==> config.mk <==
export PLATFORM = sky130hd
export DESIGN_NAME = jt49_bus_arb_flat
export DESIGN_NICKNAME = d
export VERILOG_FILES = /design/src/rtl/jt49_bus_arb_if.sv /design/src/rtl/jt49_bus_arb.sv /design/src/flat_wrapper.sv
export SDC_FILE = /design/constraint.sdc
export NUM_CORES = 1
export LEC_CHECK = 0
export BUFFER_PORTS_ARGS = -buffer_cell sky130_fd_sc_hd__buf_2
export CAP_MARGIN = 20
export CORE_ASPECT_RATIO = 1.25
export CORE_MARGIN = 4
export CORE_UTILIZATION = 52
export CTS_CLUSTER_DIAMETER = 100
export DETAILED_ROUTE_END_ITERATION = 8
export HOLD_SLACK_MARGIN = 0.15
export PLACE_DENSITY = 0.79
export SYNTH_ARGS = -nofsm -noshare
export SYNTH_HDL_FRONTEND = slang
export SYNTH_SLANG_ARGS = --single-unit
==> constraint.sdc <==
create_clock -name clk -period 1.9 [get_ports clk]
set_input_delay 0.38 -clock clk [delete_from_list [all_inputs] [get_ports clk]]
set_output_delay 0.38 -clock clk [all_outputs]
set_load 0.01 [all_outputs]
==> src/rtl/jt49_bus_arb_if.sv <==
// Single requester port of the JT49 register-access arbiter.
// The requester drives the request fields; the arbiter returns ready and read responses.
interface jt49_bus_arb_if;
    logic       valid;
    logic       ready;
    logic       we;
    logic [3:0] addr;
    logic [7:0] wdata;
    logic [7:0] rdata;
    logic       rvalid;

    modport master (
        output valid, we, addr, wdata,
        input  ready, rdata, rvalid
    );

    modport slave (
        input  valid, we, addr, wdata,
        output ready, rdata, rvalid
    );
endinterface

==> src/rtl/jt49_bus_arb.sv <==
// Round-robin two-port arbiter that serialises JT49 register reads/writes into
// one-cycle PSG strobes with a guaranteed idle gap, answering reg 13 reads from a shadow.
module jt49_bus_arb #(
    parameter int GAP = 1
) (
    input  logic            clk,
    input  logic            rst_n,
    jt49_bus_arb_if.slave   r0,
    jt49_bus_arb_if.slave   r1,
    output logic            psg_cs_n,
    output logic            psg_wr_n,
    output logic [3:0]      psg_addr,
    output logic [7:0]      psg_din,
    input  logic [7:0]      psg_dout
);

    typedef enum logic [1:0] {
        S_IDLE,
        S_ACCESS,
        S_CAPTURE,
        S_GAP
    } state_t;

    state_t     state_q, state_d;
    logic       lastGrant_q, lastGrant_d;
    logic       owner_q, owner_d;
    logic [3:0] gapCnt_q, gapCnt_d;
    logic [7:0] shadow_q, shadow_d;
    logic       csN_q, csN_d;
    logic       wrN_q, wrN_d;
    logic [3:0] addr_q, addr_d;
    logic [7:0] din_q, din_d;
    logic [7:0] rdata0_q, rdata0_d;
    logic [7:0] rdata1_q, rdata1_d;
    logic       rvalid0_q, rvalid0_d;
    logic       rvalid1_q, rvalid1_d;

    logic       grant0, grant1;
    logic       accept;
    logic       selWe;
    logic [3:0] selAddr;
    logic [7:0] selWdata;
    logic       shadowRead;

    // On a tie the requester that was not served last wins.
    assign grant1 = r1.valid & (~r0.valid | ~lastGrant_q);
    assign grant0 = r0.valid & ~grant1;

    assign accept     = (state_q == S_IDLE) & (grant0 | grant1);
    assign selWe      = grant1 ? r1.we    : r0.we;
    assign selAddr    = grant1 ? r1.addr  : r0.addr;
    assign selWdata   = grant1 ? r1.wdata : r0.wdata;
    assign shadowRead = ~selWe & (selAddr == 4'd13);

    assign r0.ready  = (state_q == S_IDLE) & grant0;
    assign r1.ready  = (state_q == S_IDLE) & grant1;
    assign r0.rdata  = rdata0_q;
    assign r1.rdata  = rdata1_q;
    assign r0.rvalid = rvalid0_q;
    assign r1.rvalid = rvalid1_q;

    assign psg_cs_n = csN_q;
    assign psg_wr_n = wrN_q;
    assign psg_addr = addr_q;
    assign psg_din  = din_q;

    always_comb begin
        state_d     = state_q;
        lastGrant_d = lastGrant_q;
        owner_d     = owner_q;
        gapCnt_d    = gapCnt_q;
        shadow_d    = shadow_q;
        csN_d       = csN_q;
        wrN_d       = wrN_q;
        addr_d      = addr_q;
        din_d       = din_q;
        rdata0_d    = rdata0_q;
        rdata1_d    = rdata1_q;
        rvalid0_d   = 1'b0;
        rvalid1_d   = 1'b0;

        case (state_q)
            S_IDLE: begin
                if (accept) begin
                    lastGrant_d = grant1;
                    if (selWe && (selAddr == 4'd13)) begin
                        shadow_d = selWdata;
                    end
                    // Envelope-shape reads never touch the PSG, so the envelope keeps running.
                    if (shadowRead) begin
                        if (grant1) begin
                            rdata1_d  = shadow_q;
                            rvalid1_d = 1'b1;
                        end else begin
                            rdata0_d  = shadow_q;
                            rvalid0_d = 1'b1;
                        end
                    end else begin
                        owner_d = grant1;
                        addr_d  = selAddr;
                        din_d   = selWdata;
                        wrN_d   = ~selWe;
                        csN_d   = 1'b0;
                        state_d = S_ACCESS;
                    end
                end
            end
            S_ACCESS: begin
                csN_d = 1'b1;
                wrN_d = 1'b1;
                if (!wrN_q) begin
                    gapCnt_d = 4'(GAP);
                    state_d  = S_GAP;
                end else begin
                    state_d = S_CAPTURE;
                end
            end
            S_CAPTURE: begin
                if (owner_q) begin
                    rdata1_d  = psg_dout;
                    rvalid1_d = 1'b1;
                end else begin
                    rdata0_d  = psg_dout;
                    rvalid0_d = 1'b1;
                end
                gapCnt_d = 4'(GAP);
                state_d  = S_GAP;
            end
            S_GAP: begin
                gapCnt_d = gapCnt_q - 4'd1;
                if (gapCnt_q <= 4'd1) begin
                    state_d = S_IDLE;
                end
            end
            default: begin
                state_d = S_IDLE;
            end
        endcase
    end

    always_ff @(posedge clk) begin
        if (!rst_n) begin
            state_q     <= S_IDLE;
            lastGrant_q <= 1'b1;
            owner_q     <= 1'b0;
            gapCnt_q    <= 4'd0;
            shadow_q    <= 8'd0;
            csN_q       <= 1'b1;
            wrN_q       <= 1'b1;
            addr_q      <= 4'd0;
            din_q       <= 8'd0;
            rdata0_q    <= 8'd0;
            rdata1_q    <= 8'd0;
            rvalid0_q   <= 1'b0;
            rvalid1_q   <= 1'b0;
        end else begin
            state_q     <= state_d;
            lastGrant_q <= lastGrant_d;
            owner_q     <= owner_d;
            gapCnt_q    <= gapCnt_d;
            shadow_q    <= shadow_d;
            csN_q       <= csN_d;
            wrN_q       <= wrN_d;
            addr_q      <= addr_d;
            din_q       <= din_d;
            rdata0_q    <= rdata0_d;
            rdata1_q    <= rdata1_d;
            rvalid0_q   <= rvalid0_d;
            rvalid1_q   <= rvalid1_d;
        end
    end

endmodule

==> src/flat_wrapper.sv <==
// flat-port wrapper written by rule: the top's interface ports become plain ports
module jt49_bus_arb_flat 
#(
    parameter int GAP = 1
)
  (clk, rst_n, psg_cs_n, psg_wr_n, psg_addr, psg_din, psg_dout, r0_valid, r0_we, r0_addr, r0_wdata, r0_ready, r0_rdata, r0_rvalid, r1_valid, r1_we, r1_addr, r1_wdata, r1_ready, r1_rdata, r1_rvalid);
  jt49_bus_arb_if r0_i ();
  jt49_bus_arb_if r1_i ();
  input  logic clk;
  input  logic rst_n;
  output logic psg_cs_n;
  output logic psg_wr_n;
  output logic [3:0] psg_addr;
  output logic [7:0] psg_din;
  input  logic [7:0] psg_dout;
  input wire logic [$bits(r0_i.valid)-1:0] r0_valid;
  input wire logic [$bits(r0_i.we)-1:0] r0_we;
  input wire logic [$bits(r0_i.addr)-1:0] r0_addr;
  input wire logic [$bits(r0_i.wdata)-1:0] r0_wdata;
  output wire logic [$bits(r0_i.ready)-1:0] r0_ready;
  output wire logic [$bits(r0_i.rdata)-1:0] r0_rdata;
  output wire logic [$bits(r0_i.rvalid)-1:0] r0_rvalid;
  input wire logic [$bits(r1_i.valid)-1:0] r1_valid;
  input wire logic [$bits(r1_i.we)-1:0] r1_we;
  input wire logic [$bits(r1_i.addr)-1:0] r1_addr;
  input wire logic [$bits(r1_i.wdata)-1:0] r1_wdata;
  output wire logic [$bits(r1_i.ready)-1:0] r1_ready;
  output wire logic [$bits(r1_i.rdata)-1:0] r1_rdata;
  output wire logic [$bits(r1_i.rvalid)-1:0] r1_rvalid;
  assign r0_i.valid = r0_valid;
  assign r0_i.we = r0_we;
  assign r0_i.addr = r0_addr;
  assign r0_i.wdata = r0_wdata;
  assign r0_ready = r0_i.ready;
  assign r0_rdata = r0_i.rdata;
  assign r0_rvalid = r0_i.rvalid;
  assign r1_i.valid = r1_valid;
  assign r1_i.we = r1_we;
  assign r1_i.addr = r1_addr;
  assign r1_i.wdata = r1_wdata;
  assign r1_ready = r1_i.ready;
  assign r1_rdata = r1_i.rdata;
  assign r1_rvalid = r1_i.rvalid;
  jt49_bus_arb #(.GAP(GAP)) u_core (.clk(clk), .rst_n(rst_n), .r0(r0_i), .r1(r1_i), .psg_cs_n(psg_cs_n), .psg_wr_n(psg_wr_n), .psg_addr(psg_addr), .psg_din(psg_din), .psg_dout(psg_dout));
endmodule
Yosys cells after proc, flatten, opt, wreduce, memory -nomap -nowiden

Cells that the tools add are included.
W data, S select, Z words.

Bits in registers: 48
Bits of input ports: 38
Output and inout port bits: 34
Logic and storage cells: 90

Add/subtract/negate cells: 1
Order comparisons: 1
Eq/ne operators: 13
Mux-type cells: 36
Bitwise logic cells: 13
Reductions and logical operators: 13

Operator list:

| kind                  | number |
|---|---|
| $mux W8               | 9 |
| $pmux W8 S2           | 2 |
| $mux W1               | 14 |
| $pmux W4 S3           | 1 |
| $reduce_and A3 Y1     | 4 |
| $ne A2 B1 Y1 const B  | 5 |
| $reduce_and A5 Y1     | 2 |
| $mux W4               | 2 |
| $ne A2 B2 Y1 const B  | 4 |
| $pmux W1 S2           | 4 |
| $pmux W2 S4           | 1 |
| $and A1 B1 Y1         | 6 |
| $mux W2               | 3 |
| $not A1 Y1            | 5 |
| $eq A2 B2 Y1 const B  | 2 |
| $eq A4 B4 Y1 const B  | 1 |
| $le A4 B1 Y1 const B  | 1 |
| $reduce_and A2 Y1     | 2 |
| $reduce_bool A2 Y1    | 2 |
| $sub A4 B1 Y4 const B | 1 |
| $reduce_bool A3 Y1    | 1 |
| $eq A2 B1 Y1 const B  | 1 |
| $logic_not A2 Y1      | 1 |
| $or A1 B1 Y1          | 2 |
| $logic_and A1 B1 Y1   | 1 |

Longest topological paths before layout

Gate-level depths: netlist (run 1).

Word-level depth: 9
Gate-level depth with buffers: 7

Worst setup path after synthesis (run 1)

Ideal clock, no wire load.

Path type: register -> register
Start: register u_core.state_q[0]
End: register u_core.rdata0_q[0], in the netlist u_core.r0.rdata[0]
Setup time: 72 ps
Arrival time: 1703 ps
Data required time: 1828 ps
Slack: 125 ps
Stages on the path, launching flop included: 7
Buffers on the path: 1
Period minus slack after synthesis: 1775 ps
Path through: dfxtp_1 -> inv_1 -> ha_1 -> clkbuf_1 -> nand2_1 -> a32oi_4 -> mux2i_1

Word-level cells in the longest chain between the ends: 4
Elaborated cells on any way between the ends: 10
Those cells by class: eq/ne: 5; mux: 1; bitwise: 1; reduce/logical: 3

RTL lines:

| item                               | line                                   | source |
|---|---|---|
| from (decl)                        | jt49_bus_arb.sv:24                     | `state_t state_q, state_d;` |
| from (signal assigned)             | jt49_bus_arb.sv:157                    | `state_q <= state_d;` |
| $logic_not A2 Y1                   | jt49_bus_arb.sv:49, jt49_bus_arb.sv:82 |  |
| $and A1 B1 Y1                      | jt49_bus_arb.sv:49                     | `assign accept = (state_q == S_IDLE) & (grant0 \| grant1);` |
| $ne A2 B1 Y1 (no source line)      | -                                      |  |
| $reduce_and A5 Y1 (no source line) | -                                      |  |
| to (signal assigned)               | jt49_bus_arb.sv:166                    | `rdata0_q <= rdata0_d;` |
| to (decl)                          | jt49_bus_arb.sv:33                     | `logic [7:0] rdata0_q, rdata0_d;` |

Several ways; a longest one is shown, not always the timed one.
A chain may end at the register's enable or synchronous reset.

Worst setup path after layout (run 1)

Start: register u_core.state_q[0]
End: output port r1_ready

Word-level cells in the longest chain between the ends: 2

RTL lines:

| item             | line               | source |
|---|---|---|
| $logic_not A2 Y1 | jt49_bus_arb.sv:56 | `assign r1.ready = (state_q == S_IDLE) & grant1;` |
| $and A1 B1 Y1    | jt49_bus_arb.sv:56 |  |
| to (decl)        | flat_wrapper.sv:27 | `output wire logic [$bits(r1_i.ready)-1:0] r1_ready;` |

Every way passes these cells.

==> results of run 1 <==
per-stage QoR:
step	power, mW	instance area (µm²)	hold WS, ns
2_1_floorplan	2.40	2490	0.432
3_3_place_gp	2.92	3000	0.443
3_5_place_dp	2.96	3000	0.447
4_1_cts	3.87	3150	0.443
5_1_grt	4.10	3150	0.470
6_report	3.86	3150	0.452
critical path, delay by kind of cell (launching register included):
| family | cells | cell delay [ns] |
|---|---|---|
| buffers and inverters | 4 | 0.46 |
| adder cells (fa/ha/maj) | 1 | 0.19 |
| flip-flops | 1 | 0.35 |
| AND/OR/NAND/NOR | 1 | 0.10 |
repair_timing:
item | in CTS | in global routing
resized for setup | 4 | 3
buffers inserted | 0 | 0
endpoints found under the setup margin | 2 | 10
hold buffers | 0 | 0
power by group:
| group | internal, mW | total (mW) | switching, mW |
|---|---|---|---|
| Clock | 0.518 | 0.850 | 0.332 |
| Combinational | 0.765 | 1.67 | 0.907 |
| Sequential | 1.21 | 1.34 | 0.134 |
kinds of logic (layout without fill, tap and decap cells):
logic type               Yosys count  after routing  share of synthesized area, %
AO/OA/AOI/OAI                     60             60                          20.9
flip-flops                        48             48                          38.6
AND/OR/NAND/NOR                   88             88                          17.2
multiplexers                      37             37                          15.7
buffers and inverters             28            104                          4.67
adder cells (fa/ha/maj)            6              6                          3.01
flip-flops by register name, summed over array words and instances, names as in the netlist:
register            flops
u_core.gapCnt_q         4
u_core.r1.rvalid        1
u_core.r0.rvalid        1
u_core.shadow_q         8
u_core.psg_din          8
u_core.r0.rdata         8
u_core.r1.rdata         8
u_core.lastGrant_q      1
u_core.psg_cs_n         1
u_core.psg_wr_n         1
u_core.state_q          2
u_core.psg_addr         4
u_core.owner_q          1
layout by cell type, fill, tap and decap left out, drive strengths merged, types with 2 or more instances in the layout:
cell type,instances
nand2b,4
clkbuf,5
nand4,4
or3,2
a21o,8
bufinv,2
mux2i,21
nor4,9
a21boi,3
nand2,41
nor3,12
o211a,5
nand4b,3
ha,6
o311a,8
dfxtp,48
o21ai,4
mux2,16
a21oi,9
o31ai,2
buf,90
a31oi,8
nor2,7
and3,2
inv,7
per-layer routing:
layer	vias up	share of wire (%)	wire (µm)	global-route usage [%]
met5	-	0	0	0
met4	0	1.2	76	6.45
met3	8	6.7	423	5.33
met2	80	51	3250	36.2
met1	1111	41	2610	26.0
li1	1134	-	-	-
final cells by class:
class                      instances  area, µm²
sequential                        48        962
clock inverter                     2       60.1
clock buffer                       5       68.8
tap                               58       72.6
timing repair buffer              90        527
inverter                           7       28.8
multi-input combinational        191       1430
fill                             382       1380
final timing paths:
path	slack [ns]	from	depth (start not counted)	to
hold reg to reg	0.46	u_core.shadow_q[2]	2	u_core.shadow_q[2]
setup / recovery	0.13	u_core.state_q[0]	6	r1_ready
setup reg to reg	0.18	u_core.state_q[0]	5	u_core.r1.rdata[0]
hold / removal	0.45	r1_valid	3	u_core.lastGrant_q
cell usage after synthesis, types with 6 or more instances:
cell type / instances
clkbuf_1: 12
ha_1: 6
inv_1: 6
mux2i_1: 21
buf_2: 6
o311a_1: 8
mux2_2: 16
nor2_1: 7
a21o_1: 8
nand2_1: 41
nor3_1: 11
dfxtp_1: 48
a31oi_1: 8
a21oi_1: 9
nor4_1: 9
==> flow_summary.ini, run 1 <==
[detailed_routing]
firstDrtPassIters = 4
drt_wl_total_um = 6350
detailroute.via_count = 2333
drc_errors = 0
routed_via_density = 5.82
ant_nets = 0
drt_iter0_markers = 199
wl_per_cell_um = 15.8

[timing]
finalSetupViolations = 0
fin_skew_ns = 0.00724
max_freq_mhz = 566
setup_slack_ns = 0.134
slew-limit-headroom_pct = 58.0
period_share_pct = 93.0
hold_viol = 0
period_needed_ns = 1.77
tightest_slew_ns = 0.629
rsz0062_at_grt = no
setup-tns-final_ns = 0
final-max-slew-violation-count = 0

[setup_path]
path_cells = inv_2 -> ha_4 -> inv_4 -> buf_6 -> nor2_1 -> buf_2
max_stage_delay_ns = 0.35
crit_path_end_kind = output pin
crit_slowest_cell = dfxtp_2
crit_type = register to output pin
start_kind = register
cp.required_ns = 1.52
critPathMaxFanout = 11
worstPathArrival_ns = 1.39

[global_route]
grt_pass1_wl_um = 10300
grt_overflow_total = 0
antenna_found_initial = 0
grt_pass1_vias = 2181
track_usage_pct = 21.1
grt_max_degree = 29

[job]
max-cap-violations = 0

[cells_and_area]
layout-drive-gt1-share_pct = 36.2
synthToLayoutAreaGrowth_pct = 26.3
n_antenna_cell = 0
final_util_pct = 69.5
instances_no_fill = 401
nets = 387

[synthesis]
ys_ff_latch = 48
ys_seq_area_share_pct = 38.6
ys_warn_count = 0
synth.distinct_cells = 47
synth_edf_count = 0
synthCells = 267
syn_nets = 311
synth_top_area_cell = dfxtp_1
netlist_area_um2 = 2490
async_flop_share_pct = 0
syn_avg_cell_area_um2 = 9.33
synthTopCellsByArea = dfxtp_1 (39%), mux2i_1 (8.4%), mux2_2 (7.2%)
synthDominantCellAreaShare_pct = 38.6
synthFlopType = dfxtp_1

[floorplanning]
fp.dieW_um = 69.9
die-height_um = 85.4
dieArea_um2 = 5970
rows = 27
initial_core_util_pct = 55.1
core_area_um2 = 4530
pin_count = 72

[place]
dp_slack_ns = 0.0191
placed_cells = 394
port-buffer-count = 71
place_hpwl_um = 4760
place.gp.congestion = 0.822

[clocking]
cts.path.max_buffers = 2
htree_levels = 2
cts_made_buffers = 5
clkTransAtPathRegs_ns = 0.08
clkLatencyLatePin_ns = 0.30
cts_root_buf = clkbuf_8
cts.sinks = 48
cts_tree = yes

[power]
p_leak_nw = 1.51
ir_drop_uv = 699
p_per_area_nw_per_um2 = 1230

[run_status]
run_status = complete, no violations

[hold_path]
hold_class = input pin to register
(Power assumes the default switching activity.)
==> run 2: changes to the inputs <==
==> constraint.sdc (replaced) <==
create_clock -name clk -period 1.9 [get_ports clk]
set_input_delay 0.19 -clock clk [delete_from_list [all_inputs] [get_ports clk]]
set_output_delay 0.19 -clock clk [all_outputs]
set_load 0.01 [all_outputs]
==> run 2 against run 1 <==
Against the previous run:
- count of clock-buffer cells in the layout up 1
- worst setup slack lost 0.0011 ns
- critical path depth stayed put
- combinational power decreased by 3%
- critical path type unchanged
- largest cell class unchanged
==> flow_summary.ini, run 2 (synthesis results as in run 1) <==
[run_status]
run_status = complete, no violations

[place]
dp_slack_ns = -0.0403
placed_cells = 391
placed_area_um2 = 2950
place.gp.congestion = 0.851
port-buffer-count = 71
place_hpwl_um = 4560

[timing]
setup-tns-final_ns = 0
setup_slack_ns = 0.132
max_freq_mhz = 566
hold_viol = 0
period_needed_ns = 1.77
slew-limit-headroom_pct = 66.3
fin_skew_ns = 0.00964
finalSetupViolations = 0
final-max-slew-violation-count = 0
holdWs_ns = 0.263
period_share_pct = 93.0
rsz0062_at_grt = no
tightest_slew_ns = 0.504

[clocking]
clkLatencyLatePin_ns = 0.30
cts.sinks = 48
cts_root_buf = clkbuf_8
cts_tree = yes
cts_hold_buf = 0
cts.path.max_buffers = 2
cts_setup_buffers = 0
clkTransAtPathRegs_ns = 0.09
cts_made_buffers = 5
htree_levels = 2

[setup_path]
cp.required_ns = 1.71
crit_type = register to output pin
crit_path_end_kind = output pin
crit_start = u_core.state_q[0]
reg2reg_slack_ns = 0.15
critPathMaxFanout = 14
timing.rr.start = u_core.state_q[0]
worstPathArrival_ns = 1.58
start_kind = register

[floorplanning]
rows = 27
dieArea_um2 = 5970
initial_core_util_pct = 55.1
core_area_um2 = 4530
fp.dieW_um = 69.9
pin_count = 72
die-height_um = 85.4

[global_route]
gr-usage-met3_pct = 5.45
grt_pass1_wl_um = 10000
busiest_layer = met2
grt_util_met1_pct = 24.0
grt_overflow_total = 0
grt_max_degree = 51
track_usage_pct = 20.7
antenna_found_initial = 0
grt_util_met2_pct = 35.9
grt_pass1_vias = 2164

[hold_path]
min_from = r1_valid
hold_class = input pin to register

[cells_and_area]
n_antenna_cell = 0
final_cell_mix = buf_2 (71), dfxtp_1 (48), nand2_1 (41), mux2i_1 (21)
layout-drive-gt1-share_pct = 34.9
nets = 384
instances_no_fill = 399
final_common_cell = buf_2
synthToLayoutAreaGrowth_pct = 23.3
finish.instance_area_um2 = 3070

[detailed_routing]
drt_wl_total_um = 6210
drt_iter0_markers = 167
detailroute.via_count = 2261
firstDrtPassIters = 4
ant_nets = 0
wl_per_cell_um = 15.6
drc_errors = 0
routed_via_density = 5.67

[power]
p_per_area_nw_per_um2 = 1200
ir_drop_uv = 730
p_leak_nw = 1.48

[job]
max-cap-violations = 0
run 2: cell count changes in the layout (fill, tap and decap cells not counted), sizes merged:
cell	delta
clkbuf	+1
clkinv	+1
bufinv	-1
buf	-3
run 2: final timing paths:
| check | cells after the start | endpoint |
|---|---|---|
| min reg2reg | 2 | u_core.r0.rdata[0] |
| max reg2reg | 5 | u_core.r1.rdata[7] |
| min | 3 | u_core.lastGrant_q |
| max | 6 | r1_ready |
run 2: layout make-up:
| cell class | instances | area [µm²] |
|---|---|---|
| clock inverter | 2 | 35.0 |
| inverter | 7 | 26.3 |
| fill | 383 | 1450 |
| tap | 58 | 72.6 |
| sequential | 48 | 961 |
| multi-input combinational | 191 | 1430 |
| clock buffer | 6 | 72.6 |
| timing repair buffer | 87 | 475 |
run 2: through the flow:
step	power (mW)	util [%]
after detailed placement	2.92	65.2
after CTS	3.66	67.6
final	3.68	67.9
after global routing	3.92	67.9
after global placement	2.89	65.2
after floorplan	2.40	-
run 2: critical path, stage by stage, from the launching register on:
cell     delay, ns
dfxtp_1       0.39
inv_1         0.13
ha_4          0.22
inv_2         0.13
buf_4         0.21
nor2_1        0.06
buf_2         0.14
run 2: routing by layer:
layer / routed length, µm / up-vias
met4: 142 / 0
met3: 366 / 11
met5: 0 / -
met1: 2540 / 1054
met2: 3170 / 63
li1: - / 1133
run 2: power breakdown:
part	total [mW]	leakage, nW	internal, mW	switching (mW)
Sequential	1.32	0.392	1.20	0.122
Clock	0.735	0.0552	0.391	0.344
Combinational	1.62	1.04	0.736	0.883
run 2: repair_timing:
item	in CTS	in global routing
pin swaps	1	1
resized for setup	1	2
setup endpoints to repair	9	16
endpoints found under the hold margin	0	0
==> run 3: changes to the inputs <==
--- a/config.mk
+++ b/config.mk
@@ -9,11 +9,12 @@
 export CAP_MARGIN = 20
 export CORE_ASPECT_RATIO = 1.25
 export CORE_MARGIN = 4
-export CORE_UTILIZATION = 52
+export CORE_UTILIZATION = 47
 export CTS_CLUSTER_DIAMETER = 100
 export DETAILED_ROUTE_END_ITERATION = 8
 export HOLD_SLACK_MARGIN = 0.15
-export PLACE_DENSITY = 0.79
+export PLACE_DENSITY = 0.75
+export SLEW_MARGIN = 20
 export SYNTH_ARGS = -nofsm -noshare
 export SYNTH_HDL_FRONTEND = slang
 export SYNTH_SLANG_ARGS = --single-unit
==> constraint.sdc (replaced) <==
create_clock -name clk -period 1.5 [get_ports clk]
set_input_delay 0.15 -clock clk [delete_from_list [all_inputs] [get_ports clk]]
set_output_delay 0.15 -clock clk [all_outputs]
set_load 0.01 [all_outputs]
==> run 3 against run 2 <==
Against the previous run:
- the flow now finishes with violations (negative setup slack)
- sequential cell count stayed put
- final cell count is 9.5% higher
- count of clock-buffer cells in the layout is 1 lower
- critical path depth is 1 lower
- clock skew hardly changed
- routed wire length is 23% higher
- global-route usage is 2.0 points higher
- via count is 12% higher
- cell area is 16% higher
- sequential share of layout area is 4.2 points lower
- largest power group unchanged
==> flow_summary.ini, run 3 (synthesis results as in run 1) <==
[cells_and_area]
nets = 419
final_common_cell = buf_2
final_cell_mix = buf_2 (69), dfxtp_1 (44), nand2_1 (41), buf_4 (37), mux2i_1 (21)
finish.instance_area_um2 = 3570
layout-drive-gt1-share_pct = 47.7
final_util_pct = 69.9
n_antenna_cell = 0
synthToLayoutAreaGrowth_pct = 43.4
fillers = 377

[global_route]
grt_pass1_wl_um = 11500
grt_overflow_total = 0
grt_max_degree = 29
antenna_found_initial = 0
track_usage_pct = 22.8
grt_pass1_vias = 2572

[floorplanning]
pin_count = 72
rows = 29
initial_core_util_pct = 48.7
core_area_um2 = 5120
fp.dieW_um = 73.1
die-height_um = 89.4
dieArea_um2 = 6540

[setup_path]
cp.required_ns = 1.69
crit_type = register to register
worstPathArrival_ns = 1.80
crit_path_end_kind = register
critPathMaxFanout = 8
reg2reg_depth = 5
start_kind = register

[detailed_routing]
ant_nets = 0
routed_via_density = 5.79
firstDrtPassIters = 4
drc_errors = 0
drt_wl_total_um = 7670
wl_per_cell_um = 17.6
drt_iter0_markers = 132
detailroute.via_count = 2531

[timing]
max_freq_mhz = 620
final-max-slew-violation-count = 0
finalSetupViolations = 37
fin_skew_ns = 0.00963
period_share_pct = 108
period_needed_ns = 1.61
setup_slack_ns = -0.113
tightest_slew_ns = 0.374
rsz0062_at_grt = yes
slew-limit-headroom_pct = 75.1
hold_viol = 0

[clocking]
clkTransAtPathRegs_ns = 0.09
clkLatencyLatePin_ns = 0.31
cts_made_buffers = 5
cts.sinks = 48
cts_hold_buf = 0
cts_tree = yes
htree_levels = 2
cts.path.max_buffers = 2
cts_root_buf = clkbuf_8

[place]
place_hpwl_um = 5340
port-buffer-count = 71
placed_area_um2 = 3240
place.gp.congestion = 0.822

[power]
ir_drop_uv = 825
p_per_area_nw_per_um2 = 1470
p_leak_nw = 1.69

[hold_path]
hold_class = input pin to register
holdPathStages = 3

[run_status]
run_status = finished with violations
violations = negative setup slack

[job]
max-cap-violations = 0
==> run 3: cell types whose count changed in the layout (fill, tap and decap cells not counted), sizes merged <==
cell | before | now
bufinv | 1 | 0
clkinvlp | 0 | 1
buf | 87 | 121
==> run 3: power by group <==
part	internal [mW]	total (mW)	switching, mW
Clock	0.316	0.751	0.435
Sequential	1.54	1.72	0.186
Combinational	1.39	2.77	1.38
Total	3.24	5.24	2.00
==> run 3: worst max-delay path, stage by stage (launching register included) <==
cell,delay (ns)
dfxtp_2,0.35
a21bo_4,0.24
o32a_1,0.42
buf_4,0.20
a31oi_1,0.21
nor3_1,0.08
==> run 3: area by class of cell <==
type / instances / area, µm² / area share, %
Multi-Input combinational cell: 191 / 1550 / 43.3
Sequential cell: 48 / 968 / 27.1
Timing Repair Buffer: 122 / 865 / 24.2
Tap cell: 62 / 77.6 / 2.17
Clock buffer: 5 / 68.8 / 1.93
Inverter: 7 / 36.3 / 1.02
Clock inverter: 2 / 12.5 / 0.350
==> run 3: path summary, 6_finish.rpt <==
path                 startpoint            endpoint  slack [ns]
max reg2reg  u_core.lastGrant_q   u_core.psg_din[2]       -0.11
max          u_core.lastGrant_q   u_core.psg_din[2]       -0.11
min                 psg_dout[2]  u_core.r1.rdata[2]        0.23
min reg2reg  u_core.r0.rdata[5]  u_core.r0.rdata[5]        0.46
==> run 3: per-stage QoR <==
stage / setup TNS [ns] / hold slack [ns] / setup WS [ns] / total power, mW / std cells
after floorplan: -0.428 / 0.339 / -0.0429 / 3.15 / 267
after global placement: -0.341 / 0.447 / -0.0382 / 4.06 / 425
after detailed placement: -0.830 / 0.449 / -0.0843 / 4.13 / 425
after CTS: -0.846 / 0.226 / -0.0530 / 5.06 / 435
after global routing: -4.21 / 0.233 / -0.194 / 5.55 / 437
final: -1.34 / 0.233 / -0.113 / 5.24 / 437
==> run 3: routing by layer <==
layer	global-route usage, %	vias to the layer above	share of wire [%]
met5	0	-	0
met4	13.6	0	4.2
met3	5.29	29	4.3
met2	39.3	86	51
met1	25.2	1211	41
li1	-	1205	-
==> run 3: timing repair <==
| item | 4_1_cts | 5_1_grt |
|---|---|---|
| hold endpoints to repair | 0 | 0 |
| pin swaps | 6 | 6 |
| gates resized for setup | 17 | 27 |
| setup endpoints to repair | 32 | 44 |
| cloned | 0 | 1 |
| setup buffers | 3 | 3 |
